`config.mk`:
```
export PLATFORM = sky130hd
export DESIGN_NAME = demux_memoria1x4_4bitsconductual
export DESIGN_NICKNAME = d
export VERILOG_FILES = /design/src/rtl/demux_memoria1x4_4bitsconductual.sv
export SDC_FILE = /design/constraint.sdc
export NUM_CORES = 1
export LEC_CHECK = 0
export CAP_MARGIN = 10
export CORE_UTILIZATION = 48
export DETAILED_ROUTE_END_ITERATION = 8
export PLACE_DENSITY = 0.83
export REMOVE_ABC_BUFFERS = 1
export SLEW_MARGIN = 20
export SYNTH_ARGS = -nofsm -noshare
export SYNTH_HDL_FRONTEND = slang
export SYNTH_SLANG_ARGS = --single-unit
```
`constraint.sdc`:
```
create_clock -name clk -period 3.4 [get_ports clk]
set_input_delay 0.68 -clock clk [delete_from_list [all_inputs] [get_ports clk]]
set_output_delay 0.68 -clock clk [all_outputs]
set_load 0.02 [all_outputs]
```
`src/rtl/demux_memoria1x4_4bitsconductual.sv`:
```
// Registered 1-to-4 demultiplexer with per-lane memory and one-cycle lane valids.
// A round-robin pointer can replace the external select; a fill tracker flags a completed 4-lane word.
module demux_memoria1x4_4bitsconductual #(
  parameter int WIDTH = 4
) (
  input  logic             clk,
  input  logic             reset,
  input  logic             auto_sel,
  input  logic [1:0]       selector1x4,
  input  logic             valid_input,
  input  logic [WIDTH-1:0] data_in_1x4_4b,
  output logic [WIDTH-1:0] data_out0_1x4_4b,
  output logic [WIDTH-1:0] data_out1_1x4_4b,
  output logic [WIDTH-1:0] data_out2_1x4_4b,
  output logic [WIDTH-1:0] data_out3_1x4_4b,
  output logic             valid_out0,
  output logic             valid_out1,
  output logic             valid_out2,
  output logic             valid_out3,
  output logic             word_valid,
  output logic [1:0]       lane_ptr,
  output logic             dbg_fill_state_o,
  output logic [3:0]       dbg_fill_mask_o
);

  // Handshake: valid_input qualifies data_in for the edge it is sampled on; there is
  // no ready, so every qualified nibble is accepted and each output pulse lasts one cycle.

  typedef enum logic {
    EMPTY   = 1'b0,
    FILLING = 1'b1
  } fill_state_e;

  fill_state_e      fill_state_q;
  logic [3:0]       fill_mask_q;
  logic [3:0]       fill_mask_d;
  logic [1:0]       lane_ptr_q;
  logic [1:0]       sel_d;
  logic [WIDTH-1:0] data_q [4];
  logic [3:0]       valid_q;
  logic             word_valid_q;
  logic             word_done_d;

  always_comb begin
    sel_d       = auto_sel ? lane_ptr_q : selector1x4;
    fill_mask_d = fill_mask_q | (4'b0001 << sel_d);
    word_done_d = (fill_mask_d == 4'b1111);
  end

  always_ff @(posedge clk) begin
    if (reset) begin
      for (int i = 0; i < 4; i++) data_q[i] <= '0;
      valid_q      <= 4'b0000;
      word_valid_q <= 1'b0;
      lane_ptr_q   <= 2'd0;
      fill_mask_q  <= 4'b0000;
      fill_state_q <= EMPTY;
    end else begin
      // Pulses default low; data lanes hold unless written.
      valid_q      <= 4'b0000;
      word_valid_q <= 1'b0;
      if (valid_input) begin
        data_q[sel_d]  <= data_in_1x4_4b;
        valid_q[sel_d] <= 1'b1;
        if (auto_sel) lane_ptr_q <= lane_ptr_q + 2'd1;
        case (fill_state_q)
          EMPTY, FILLING: begin
            if (word_done_d) begin
              word_valid_q <= 1'b1;
              fill_mask_q  <= 4'b0000;
              fill_state_q <= EMPTY;
            end else begin
              fill_mask_q  <= fill_mask_d;
              fill_state_q <= FILLING;
            end
          end
          default: begin
            fill_mask_q  <= 4'b0000;
            fill_state_q <= EMPTY;
          end
        endcase
      end
    end
  end

  assign data_out0_1x4_4b = data_q[0];
  assign data_out1_1x4_4b = data_q[1];
  assign data_out2_1x4_4b = data_q[2];
  assign data_out3_1x4_4b = data_q[3];
  assign valid_out0       = valid_q[0];
  assign valid_out1       = valid_q[1];
  assign valid_out2       = valid_q[2];
  assign valid_out3       = valid_q[3];
  assign word_valid       = word_valid_q;
  assign lane_ptr         = lane_ptr_q;
  assign dbg_fill_state_o = fill_state_q;
  assign dbg_fill_mask_o  = fill_mask_q;

endmodule
```
After elaboration in Yosys (flattened, before gate mapping)
Memories as Yosys holds them, arrays and structs flattened.
Cells that the tools add are included.
Widths: inputs -> output; s select.

word-level totals
  register bits after elaboration = 12
  bits in latches = 0
  memory bits (writable) = 16
  ROM bits = 0
  output and inout bits = 28
  logic and storage cells = 31
  memories kept = 1

cells by class
  add/sub/neg operators = 1
  multipliers = 0
  divide/modulo/power cells = 0
  magnitude comparators = 2
  eq/ne operators = 1
  shift-type cells = 1
  mux-type cells = 14
  bitwise operators = 2
  reductions and logical operators = 4

memories
  name    depth  width  read ports  clocked after memory_dff  write ports  line  text
  data_q  4      4      4           0                         4            39    logic [WIDTH-1:0] data_q [4];

operators with widths
  kind                 count
  $mux 1               9
  $mux 4               2
  $eq 4x4->1 const B   1
  $mux 2               2
  $or 4x4->4           1
  $reduce_or 4->1      1
  $shl 1x2->4 const A  1
  $lt 2x3->1 const B   1
  $add 2x1->2 const B  1
  $demux 1 s2          1
  $ge 2x1->1 const B   1
  $reduce_and 2->1     1
  $reduce_or 2->1      1
  $logic_and 1x1->1    1
  $not 1->1            1

Longest topological paths before layout
Gate-level depths: netlist (run 1).

  depth in word-level cells = 5
  depth in mapped cells = 5
  gate-level depth less buffers = 4

Worst setup path before layout (run 1)
OpenSTA, ideal clock, no wires.

  kind = in2reg
  from = in auto_sel
  to = mem data_q[1][0] (enable)
  library setup time = 338 ps
  arrival = 1429 ps
  required time = 3062 ps
  setup slack = 1633 ps
  cell stages on the path = 3
  path through = buf_6 > o31a_2 > o21bai_1

RTL lines
  element             line  text
  start: declaration  8     input logic auto_sel,
  end: declaration    39

==> results.cfg, run 1 <==
[sta]
grt_setup_unrepaired = false
hold_viol = 0
clock.fmax_mhz = 429
skew_ns = 0.00565
min_period_over_period = 0.686
finalSetupViolCount = 0
tightest_slew_ns = 0.631
layout_setup_ws_ns = 1.07
slew_headroom = 0.578
maxSlewViolCount = 0
final.setup.tns_ns = 0
post-route-min-period_ns = 2.33

[final_layout]
seq_area_sq_um = 721
multi_input_area_sq_um = 384
area_growth_pct = 38.3
drive_gt1_frac = 0.124
fillCellCount = 177
utilization = 0.717
design_area_sq_um = 1600
antennaDiodeCount = 0
fin_nets = 148

[yosys]
ys.flop_type = edfxtp_1
ys_async_sr_fraction = 0
synth_area_leaders = edfxtp_1, dfxtp_1, nor2_1, a32o_2, inv_1
synthesis.area_per_instance_sq_um = 11.8
synth.most_common_cell = nor2_1
syn-cell-area_sq_um = 1160
yosysSeqAreaShare = 0.623
synth_cell_types = 30
yosys.area.top_type = edfxtp_1
yosysTopAreaCellShare = 0.415
synth_seq_cells = 28
synth_edf_count = 16
synth_common_cells = nor2_1, edfxtp_1, dfxtp_1, inv_1, nand2_1
yosysWarnings = 0
syn_inst = 98

[critical_path]
reg2reg_depth = 3
cp_max_fo = 14
r2r_setup_slack_ns = 1.87
reg2reg_to = data_q[2][2]$_SDFFCE_PN0P_
endpoint = data_q[0][2]$_SDFFCE_PN0P_
crit_type = primary input to flip-flop
cp-startpoint = auto_sel
start_kind = primary input
regToRegStartpoint = lane_ptr[0]$_SDFFE_PP0P_
critical_path_required_ns = 3.41
arrival_ns = 2.34
end_kind = flip-flop

[pwr]
ir_drop_mv = 0.355
p_per_area_nw_per_um2 = 459
total_power_mw = 0.735
p_leak_nw = 0.638

[routing]
detail-route-antenna-nets = 0
routedWlPerCell_um = 14.1
firstDrtPassIters = 4
drcViolationCount = 0
wirelength_mm = 2.32
drtIter0Drc = 27
vias_per_cell = 5.28
via_count = 872

[cts]
cts.htree.levels = 1
clock-root-buffer = clkbuf_4
clockBufferDepth = 2
cts_hold_buf = 0
numClockSinks = 28
cts-resized-gates = 0
cts_tree = built
clk_latency_ns = 0.32
cts_setup_buffers = 0
tritoncts.num_buffers = 3
path_clk_slew_ns = 0.15

[flow_run]
cap_violations = 0

[grt]
grt_most_used_layer = met2
antenna_found_initial = 0
grt_max_degree = 17
grt_pass1_vias = 839
use_met1 = 0.233
overflow = 0
grt.met3_usage = 0.0387
grt_first_pass_wirelength_mm = 3.82
track_usage = 0.200
met2_usage = 0.375

[floorplanning]
start_util = 0.518
dieArea_sq_um = 2610
core_area_sq_um = 2230
num_rows = 17
pin_count = 38
die_h_um = 51.1
fp.dieW_um = 51.1

[hold_path]
hold_path_class = flip-flop to flip-flop
hp-start = dbg_fill_state_o$_SDFFE_PP0P_

[place]
place_hpwl_mm = 1.82
place_congestion = 0.863
io_buffers = 37
dp_slack_ns = 0.702
place_area_sq_um = 1550

[status]
status = complete, no violations
## through the flow
step	instances	hold WS, ns
3_3_place_gp	161	0.475
5_1_grt	165	0.539
4_1_cts	165	0.515
3_5_place_dp	161	0.470
6_report	165	0.515
2_1_floorplan	96	0.611
## worst min-delay path by stage
| stage | end | cells past startpoint |
|---|---|---|
| after floorplan | dbg_fill_state_o$_SDFFE_PP0P_ | 1 |
| after global placement | dbg_fill_state_o$_SDFFE_PP0P_ | 1 |
| after detailed placement | dbg_fill_state_o$_SDFFE_PP0P_ | 1 |
| after CTS | dbg_fill_state_o$_SDFFE_PP0P_ | 1 |
| after global routing | dbg_fill_state_o$_SDFFE_PP0P_ | 1 |
| final | dbg_fill_state_o$_SDFFE_PP0P_ | 1 |
## final cells by class
type | instances | share of cell area
clock buffer | 3 | 0.0141
timing repair buffer | 37 | 0.231
sequential | 28 | 0.450
tap | 28 | 0.0219
multi-input combinational | 58 | 0.240
clock inverter | 1 | 0.0188
inverter | 10 | 0.0235
## per-layer routing
metal / share of wire / wire length, um
met3: 0.063 / 145
met2: 0.52 / 1210
met5: 0 / 0
met1: 0.41 / 951
met4: 0.0039 / 9
## worst max-delay path: stages
cell,delay [ns]
clkdlybuf4s50_1,0.72
nor3_1,0.37
a21oi_1,0.15
o21bai_1,0.41
## placed cells by master, fill, tap and decap left out
cell type	synthesis	routed
clkdlybuf4s50_1	0	37
nor2_1	20	20
edfxtp_1	16	16
dfxtp_1	12	12
inv_1	8	8
nand2_1	6	6
nand3_1	5	5
o21bai_1	3	3
a32o_2	3	3
clkbuf_4	0	3
inv_2	2	2
o31a_2	2	2
xor2_1	2	2
nor2_2	1	1
nand3b_4	1	1
nand3_2	1	1
o21ai_0	1	1
a21o_1	1	1
nor3_1	1	1
a21oi_1	1	1
nand3b_1	1	1
o211ai_2	1	1
a211o_1	1	1
o311ai_2	1	1
o311ai_4	1	1
nand4_1	1	1
a22o_1	1	1
and2_1	1	1
nand2b_1	1	1
a32o_1	1	1
bufinv_16	0	1
## registers in the layout (all words and copies together), names as in the netlist
signal	count
data_q	16
valid_q	4
dbg_fill_state_o	1
dbg_fill_mask_o	4
lane_ptr	2
word_valid	1
## where the power goes
group          switching, mW  total (mW)  internal, mW  leakage, nW
combinational         0.0719       0.132        0.0600        0.347
sequential           0.00990       0.388         0.378        0.263
clock                 0.0955       0.215         0.119       0.0279
## logic make-up after synthesis
kind of cell	Yosys count	share of synthesized area
simple gates	39	0.164
flops	28	0.623
compound gates	17	0.152
buf+inv	12	0.0454
xor+xnor	2	0.0151
No activity file was read; power rests on OpenSTA's default activity.
==> run 2, diff against run 1 <==
- CORE_UTILIZATION: 48 -> 44
- PLACE_DENSITY: 0.83 -> 0.77
- clock period: 3.4 -> 2.4 ns (I/O delays scaled with it)
==> results.cfg, run 2 (synthesis results as in run 1) <==
[sta]
finalSetupViolCount = 0
clock.fmax_mhz = 500
final.setup.tns_ns = 0
tightest_slew_ns = 0.482
grt_setup_unrepaired = false
post-route-min-period_ns = 2.00
min_period_over_period = 0.833
slew_headroom = 0.678
skew_ns = 0.00692
maxSlewViolCount = 0
hold_viol = 0
layout_setup_ws_ns = 0.400

[grt]
antenna_found_initial = 0
grt_max_degree = 17
track_usage = 0.170
grt_first_pass_wirelength_mm = 3.47
overflow = 0
grt_pass1_vias = 849

[place]
place_hpwl_mm = 1.72
io_buffers = 37
dp_slack_ns = 0.105
place_congestion = 0.912

[routing]
drcViolationCount = 0
firstDrtPassIters = 6
wirelength_mm = 2.16
routedWlPerCell_um = 12.7
via_count = 863
vias_per_cell = 5.08
detail-route-antenna-nets = 0
drtIter0Drc = 18

[hold_path]
hold_path_class = flip-flop to flip-flop

[floorplanning]
start_util = 0.467
num_rows = 18
core_area_sq_um = 2480
die_h_um = 53.3
dieArea_sq_um = 2840
pin_count = 38
fp.dieW_um = 53.3

[critical_path]
critical_path_required_ns = 1.92
cp_max_fo = 7
critPathTopFamily = buffers and inverters
crit_type = flip-flop to primary output
slowest_stage = clkdlybuf4s50_1
cpPeakStageDelay_ns = 0.67
path_buf_inv = 1
crit_chain = clkdlybuf4s50_1
end_kind = primary output
arrival_ns = 1.52
start_kind = flip-flop

[pwr]
clkPwrFrac = 0.287
p_leak_nw = 0.653
ir_drop_mv = 0.409
swShare = 0.235
p_per_area_nw_per_um2 = 639
switchingPower_mw = 0.244
comb_power_share = 0.183
p_int_mw = 0.794
p_seq_frac = 0.530

[cts]
clk_latency_ns = 0.32
cts-resized-gates = 0
numClockSinks = 28
cts_setup_buffers = 0
cts_hold_buf = 0
tritoncts.num_buffers = 3
clockBufferDepth = 2
cts.htree.levels = 1
cts_tree = built
path_clk_slew_ns = 0.15
clock-root-buffer = clkbuf_4

[final_layout]
layout_common_cells = clkdlybuf4s50_1, nor2_1, edfxtp_1
top_register = data_q
antennaDiodeCount = 0
fin_nets = 151
layout_commonest_cell = clkdlybuf4s50_1
largest_reg_flops = 16
drive_gt1_frac = 0.143
area_growth_pct = 40.4

[status]
status = complete, no violations

[flow_run]
cap_violations = 0
-- run 2: cell count changes in the layout (fill, tap and decap cells not counted) --
cell   change
buf_4      +3
-- run 2: per-stage QoR --
step           hold WS (ns)  power [mW]  std cells  area, sq um  utilization
6_report              0.507        1.04        170         1630        0.656
5_1_grt               0.538        1.08        170         1630        0.656
4_1_cts               0.508        1.04        170         1630        0.656
3_5_place_dp          0.466       0.751        166         1570        0.635
3_3_place_gp          0.474       0.747        166         1570        0.635
2_1_floorplan         0.552       0.656         96         1140            -
-- run 2: area by class of cell --
type / count / area, sq um
Clock buffer: 3 / 22.5
Fill cell: 206 / 852
Sequential cell: 28 / 721
Clock inverter: 1 / 30.0
Inverter: 10 / 37.5
Tap cell: 30 / 37.5
Multi-Input combinational cell: 58 / 384
Timing Repair Buffer: 40 / 393
-- run 2: worst register-to-register path: cells and delay by family (launching register included) --
| family | cells | cell delay (ns) |
|---|---|---|
| simple gates | 1 | 0.24 |
| flops | 1 | 0.43 |
| compound gates | 2 | 0.53 |
-- run 2: routing by layer --
layer	up-vias	global-route usage	wire length [um]
met5	-	0	0
met1	392	0.192	914
met3	2	0.0374	157
met2	38	0.306	1080
li1	431	-	-
met4	0	0.0614	15
-- run 2: final timing paths --
check                                                    from                            end  slack (ns)  cells after the start
worst min register to register  dbg_fill_state_o$_SDFFE_PP0P_  dbg_fill_state_o$_SDFFE_PP0P_        0.51                      1
worst min-delay path            dbg_fill_state_o$_SDFFE_PP0P_  dbg_fill_state_o$_SDFFE_PP0P_        0.51                      1
worst max register to register       lane_ptr[0]$_SDFFE_PP0P_     data_q[2][3]$_SDFFCE_PN0P_        0.89                      3
worst max-delay path                 lane_ptr[0]$_SDFFE_PP0P_                    lane_ptr[0]        0.40                      1
-- run 2: power by group through the flow --
| stage | logic (mW) | registers [mW] | clock network (mW) |
|---|---|---|---|
| 6_report | 0.190 | 0.550 | 0.298 |
| 5_1_grt | 0.206 | 0.553 | 0.324 |
| 4_1_cts | 0.191 | 0.551 | 0.303 |
| 3_5_place_dp | 0.190 | 0.561 | 0 |
| 3_3_place_gp | 0.187 | 0.560 | 0 |
| 2_1_floorplan | 0.0594 | 0.597 | 0 |
